--- src/rtl/rtc_write_sequencer.sv ---
// Command stage for the V3023 RTC write-cycle generator.
// Queues (address, data) writes and launches one generator cycle per entry.
// Each cycle starts with a single-cycle ciclo pulse. The A/D bus is served
// while the generator asks for it, and the stage waits for Fin before the
// next write.
module rtc_write_sequencer #(
  parameter int unsigned DEPTH_LOG2 = 2,
  parameter int unsigned TIMEOUT    = 511
) (
  input  logic                  Clock_in,
  input  logic                  Reset,
  input  logic                  req_valid,
  input  logic [7:0]            req_addr,
  input  logic [7:0]            req_data,
  output logic                  req_ready,
  output logic                  ciclo,
  input  logic                  Sent_A,
  input  logic                  Sent_D,
  input  logic                  Fin,
  output logic [7:0]            AD_out,
  output logic                  AD_oe,
  output logic                  busy,
  output logic                  timeout_err,
  output logic [DEPTH_LOG2:0]   fifo_count
);

  localparam int unsigned DEPTH = 1 << DEPTH_LOG2;
  localparam int unsigned CNT_W = 10;
  localparam int unsigned CW    = DEPTH_LOG2 + 1;

  typedef struct packed {
    logic [7:0] addr;
    logic [7:0] data;
  } entry_t;

  typedef enum logic [1:0] {
    IDLE   = 2'd0,
    LAUNCH = 2'd1,
    WAIT   = 2'd2,
    GAP    = 2'd3
  } state_t;

  state_t                state, state_n;
  entry_t                mem [DEPTH];
  logic [DEPTH_LOG2-1:0] wr_ptr, rd_ptr;
  logic [CW-1:0]         count;
  logic                  avail_q;
  logic [7:0]            addr_q, data_q;
  logic [CNT_W-1:0]      tmo_cnt;
  logic                  push, pop, tmo_hit;

  assign req_ready  = (count != CW'(DEPTH));
  assign push       = req_valid && req_ready;
  assign fifo_count = count;
  assign busy       = (state != IDLE) || (count != '0);

  // FIFO storage: data only, no reset needed
  always_ff @(posedge Clock_in) begin
    if (push) mem[wr_ptr] <= entry_t'({req_addr, req_data});
  end

  // FIFO pointers and occupancy; avail_q gives the head entry a settle cycle before launch
  always_ff @(posedge Clock_in or posedge Reset) begin
    if (Reset) begin
      wr_ptr  <= '0;
      rd_ptr  <= '0;
      count   <= '0;
      avail_q <= 1'b0;
    end else begin
      if (push) wr_ptr <= wr_ptr + DEPTH_LOG2'(1);
      if (pop)  rd_ptr <= rd_ptr + DEPTH_LOG2'(1);
      case ({push, pop})
        2'b10:   count <= count + CW'(1);
        2'b01:   count <= count - CW'(1);
        default: count <= count;
      endcase
      avail_q <= (count != '0);
    end
  end

  // FSM state, holding registers, timeout counter and sticky error
  always_ff @(posedge Clock_in or posedge Reset) begin
    if (Reset) begin
      state       <= IDLE;
      addr_q      <= '0;
      data_q      <= '0;
      tmo_cnt     <= '0;
      timeout_err <= 1'b0;
    end else begin
      state <= state_n;
      if (pop) begin
        addr_q  <= mem[rd_ptr].addr;
        data_q  <= mem[rd_ptr].data;
        tmo_cnt <= '0;
      end else if (state == WAIT) begin
        tmo_cnt <= tmo_cnt + CNT_W'(1);
      end
      if (tmo_hit) timeout_err <= 1'b1;
    end
  end

  // Next-state and strobe decode; Fin wins over the timeout in the same cycle
  always_comb begin
    state_n = state;
    pop     = 1'b0;
    tmo_hit = 1'b0;
    ciclo   = 1'b0;
    case (state)
      IDLE: begin
        if (avail_q) state_n = LAUNCH;
      end
      LAUNCH: begin
        ciclo   = 1'b1;
        pop     = 1'b1;
        state_n = WAIT;
      end
      WAIT: begin
        if (Fin) begin
          state_n = GAP;
        end else if (tmo_cnt == CNT_W'(TIMEOUT)) begin
          tmo_hit = 1'b1;
          state_n = IDLE;
        end
      end
      GAP: begin
        state_n = IDLE;
      end
      default: state_n = IDLE;
    endcase
  end

  // Bus value while the generator requests it; address has priority
  always_comb begin
    AD_out = '0;
    AD_oe  = 1'b0;
    if (state == WAIT) begin
      if (Sent_A) begin
        AD_out = addr_q;
        AD_oe  = 1'b1;
      end else if (Sent_D) begin
        AD_out = data_q;
        AD_oe  = 1'b1;
      end
    end
  end

endmodule

--- config.mk ---
export PLATFORM = sky130hd
export DESIGN_NAME = rtc_write_sequencer
export DESIGN_NICKNAME = d
export VERILOG_FILES = /design/src/rtl/rtc_write_sequencer.sv
export SDC_FILE = /design/constraint.sdc
export NUM_CORES = 1
export LEC_CHECK = 0
export BUFFER_PORTS_ARGS = -buffer_cell sky130_fd_sc_hd__buf_4
export CORE_ASPECT_RATIO = 1.2
export CORE_UTILIZATION = 63
export CTS_CLUSTER_SIZE = 14
export DETAILED_ROUTE_END_ITERATION = 7
export PLACE_DENSITY = 0.9
export SLEW_MARGIN = 10
export SYNTH_ARGS = -nofsm -noshare
export SYNTH_HDL_FRONTEND = slang
export SYNTH_SLANG_ARGS = --single-unit
--- constraint.sdc ---
create_clock -name Clock_in -period 4.9 [get_ports Clock_in]
set_clock_uncertainty 0.1 [all_clocks]
set_input_delay 0.98 -clock Clock_in [delete_from_list [all_inputs] [get_ports Clock_in]]
set_output_delay 0.98 -clock Clock_in [all_outputs]
set_load 0.005 [all_outputs]
* After elaboration in Yosys (flattened, before gate mapping)
Memory sizes are Yosys's and may differ from the RTL's. A register that Yosys moved wholly into a read port is not among the register bits.
Cells that the tools add are included.
W data, S select, Z words.
** Word-level totals
- Output and inout bits :: 16
- RAM bits :: 64
- Memories kept :: 1
- Register bits after elaboration :: 21
** Cells by class
- Muxes and demuxes :: 19
- Reductions and logical operators :: 8
- Equal/unequal tests :: 9
- Add/sub/neg operators :: 5
** Memory list
- mem :: depth 4, bits a word 16, read ports 1, clocked after memory_dff 1, wr ports 1, line 44 : entry_t mem [DEPTH];
** Operator list (number)
- $mux W8 :: 3
- $mux W10 :: 2
- $add A10 B1 Y10 const B :: 1
- $eq A10 B9 Y1 const B :: 1
- $mux W1 :: 9
- $pmux W2 S4 :: 1
- $eq A2 B2 Y1 const B :: 3
- $mux W2 :: 3
- $pmux W3 S2 :: 1
- $reduce_bool A2 Y1 :: 3
- $add A2 B1 Y2 const B :: 2
- $eq A2 B1 Y1 const B :: 2
- $add A3 B1 Y3 const B :: 1
- $ne A3 B2 Y1 const B :: 1
- $ne A3 B3 Y1 const B :: 1
- $reduce_bool A3 Y1 :: 1
- $sub A3 B1 Y3 const B :: 1
- $logic_not A2 Y1 :: 1
- $ne A2 B2 Y1 const B :: 1
- $reduce_and A2 Y1 :: 1
- $logic_and A1 B1 Y1 :: 1
- $logic_or A1 B1 Y1 :: 1

* Depth between registers and ports, before layout
- Depth in word-level cells :: 4
- Depth in mapped cells :: 10
- Mapped depth without buffers :: 10

* Least setup slack after synthesis
No wires, ideal clock.
- Path type :: input-to-output
- From :: in Sent_A
- To :: out AD_out[0]
- Stages :: 3
- Slack :: 2.172 ns
- Path buffers :: 1
- Arrival time :: 1.648 ns
- Cells stage by stage :: buf_2 -> o21ai_1 -> nor2_1
** On the way
- Cells in the longest elaborated chain, start to end :: 2
** Ends and longest elaborated chain
- start, declared :: line 17 : input logic Sent_A,
- $mux W8 :: line 137 : if (Sent_A) begin
- $mux W8 :: line 136 : if (state == WAIT) begin
- end, declared :: line 20 : output logic [7:0] AD_out,
Every way passes these cells.

* Worst setup path in the final report
Ends and elaborated chain as after synthesis.

==> results.ini <==
[hold_path]
min_path_type = flip-flop to flip-flop

[worst_setup_path]
critical_path_buf_inv_count = 2
start_kind = input port
cp_slowest_cell = o21ai_1
critPathArrivalTime_ns = 2.07
slowest_delay_ns = 0.60
cp_common_cell = buf_4
end_kind = output pin
critPathTopFamily = compound AO/OA/AOI/OAI gates
cp_data_required_time_ns = 3.82
path_class = input port to output pin
crit_fanout = 9
path_cells = buf_4 > o21ai_1 > nor2_1 > buf_4

[logic_synthesis]
ys_warn_count = 0
synth_edf_count = 64
syn-cell-area_sq_um = 4360
seq_area_frac_synth_pct = 65.3
yosys.area.top_type = edfxtp_1
yosys-top-cells-area = edfxtp_1 44%, dfrtp_1 21%, mux4_1 4.8%
synth-main-ff-cell = edfxtp_1
synth_top_area_share_pct = 44.1
synth_cell_types = 42
syn_avg_cell_area_sq_um = 16.4
synth_seq_cells = 101
synth_cells = 266
synth-async-reset-ratio_pct = 36.6
syn_nets = 299

[pwr]
power_frac_clock_pct = 16.9
switching_share_pct = 33.4
switching_power_uw = 947
power.density_nw_per_um2 = 582
p_leak_uw = 0.00191
pwr-share-seq_pct = 49.3
p_int_uw = 1890
ir_drop_uv = 348
combPwrFrac_pct = 33.8

[global_route]
use_met2_pct = 40.0
met3_usage_pct = 5.46
antenna_found_initial = 0
grt_pass1_vias = 2391
grt_use_met1_pct = 26.6
busiest_layer = met2
grt_pass1_wl_um = 11800
grt.total_usage_pct = 22.5
overflow = 0
grt_max_degree = 38

[clock_tree]
tritoncts = yes
hold_buffers = 0
clock_latency_ns = 0.36
post-cts-setup-buffer-count = 0
path_clk_slew_ns = 0.10
cts_buffers = 9
htree_levels = 3
cts-root-buf = clkbuf_8
cts.sinks = 101
cts_resized = 0
clockBufferDepth = 2

[final_layout]
n_antenna_cell = 0
regArea_sq_um = 2850
final_common_cell = edfxtp_1
syn2layout_area_growth_pct = 11.7
fillers = 396
fin_util_pct = 74.2
multi_input_area_sq_um = 1370
drive_above_1_share_pct = 27.7
final_cell_count_no_fill = 396
mostFrequentLayoutCells = 64 x edfxtp_1, 39 x buf_4, 37 x dfrtp_1
final_nets = 339

[drt]
drt_iter0_drc = 136
route.detailed.drc = 0
routedWlPerCell_um = 18.1
drt.antenna.violating_nets = 0
via_per_inst = 5.79
vias = 2294
dr.pass1.iters = 5
finalWirelength_um = 7170

[timing]
drv_slew = 0
hold_viol = 0
tightest_slew_ns = 1.05
setup_viol = 0
setup_tns_ns = 0
min_period_over_period_pct = 64.3
maxSlewHeadroom_pct = 30.3
timing.fmax_mhz = 317
rsz0062_at_grt = false
fin_crit_ns = 3.15

[floorplanning]
fp-row-count = 32
initial_core_util_pct = 66.4
die_x_um = 77.9
core_area_sq_um = 6570
die-area_sq_um = 7260
pin_count = 38
die_h_um = 93.1

[place]
portBuffers = 37
placed_cells = 380
gp_congestion = 0.840
hpwl_um = 4840

[job]
cap_violations = 0

[status]
status = finished clean

==> through the flow <==
stage                     power (uW)  instance area [sq um]  hold WS (ns)  worst slack, ns
after floorplan                 2110                   4360         0.366             2.17
final                           2830                   4870         0.405             1.75
after detailed placement        2380                   4690         0.391             1.78
after CTS                       2860                   4870         0.414             1.78
after global placement          2310                   4690         0.354             1.86
after global routing            3010                   4870         0.424             1.69
==> routing by layer <==
| layer | wire, um | vias up |
|---|---|---|
| li1 | - | 1085 |
| met1 | 2940 | 1154 |
| met2 | 3850 | 51 |
| met3 | 339 | 4 |
| met4 | 51 | 0 |
| met5 | 0 | - |
==> Yosys cell counts (2+ instances only) <==
cell	n
buf_2	5
o21ai_0	5
mux2_4	8
edfxtp_1	64
dfrtp_1	37
mux4_1	8
nor2b_1	3
clkbuf_1	2
nor3_1	5
and3_1	4
o22ai_1	8
mux2i_1	10
nand3b_1	2
mux4_2	8
mux2_2	11
nand2_1	7
a21oi_1	3
nand4_1	2
xor2_1	3
xnor2_1	3
or3_1	3
a31oi_1	2
ha_1	10
nand3_1	4
inv_1	20
nor2_1	13
==> worst paths after layout <==
check,cells past startpoint,start,slack (ns),to
hold reg to reg,1,timeout_err$_DFFE_PP0P_,0.41,timeout_err$_DFFE_PP0P_
min in group asynchronous,3,Reset,0.61,fifo_count[0]$_DFFE_PP0P_
max in group asynchronous,3,Reset,3.75,data_q[7]$_DFFE_PP0N_
hold / removal,1,timeout_err$_DFFE_PP0P_,0.41,timeout_err$_DFFE_PP0P_
setup reg to reg,9,state[1]$_DFFE_PP0P_,2.48,fifo_count[2]$_DFFE_PP0P_
setup / recovery,4,Sent_A,1.75,AD_out[0]
==> flip-flops by register name (all words and copies together), names as in the netlist <==
| name | flops |
|---|---|
| mem | 64 |
| tmo_cnt | 10 |
| addr_q | 8 |
| data_q | 8 |
| fifo_count | 3 |
| rd_ptr | 2 |
| state | 2 |
| wr_ptr | 2 |
| avail_q | 1 |
| timeout_err | 1 |
==> power by group through the flow <==
stage	Combinational, uW	Sequential, uW	Clock, uW
floorplan	824	1290	0
finish	958	1400	479
detailed placement	968	1420	0
global placement	909	1400	0
global route	1060	1430	519
CTS	973	1400	484
==> final cells by class <==
type,instances,area share [%]
Clock buffer,9,2.54
Clock inverter,7,1.13
Inverter,20,1.54
Multi-Input combinational cell,135,28.1
Sequential cell,101,58.5
Tap cell,85,2.18
Timing Repair Buffer,39,6.01
==> kinds of logic (layout without fill, tap and decap cells) <==
kind of cell | Yosys count | count (layout) | share of synthesized area [%]
multiplexers | 45 | 45 | 16.8
buffers and inverters | 30 | 75 | 3.27
AO/OA/AOI/OAI | 24 | 24 | 3.56
XOR/XNOR | 6 | 6 | 1.21
flip-flops | 101 | 101 | 65.3
AND/OR/NAND/NOR | 49 | 49 | 6.49
adder cells (fa/ha/maj) | 11 | 11 | 3.33
No activity file was read; power rests on OpenSTA's default activity.
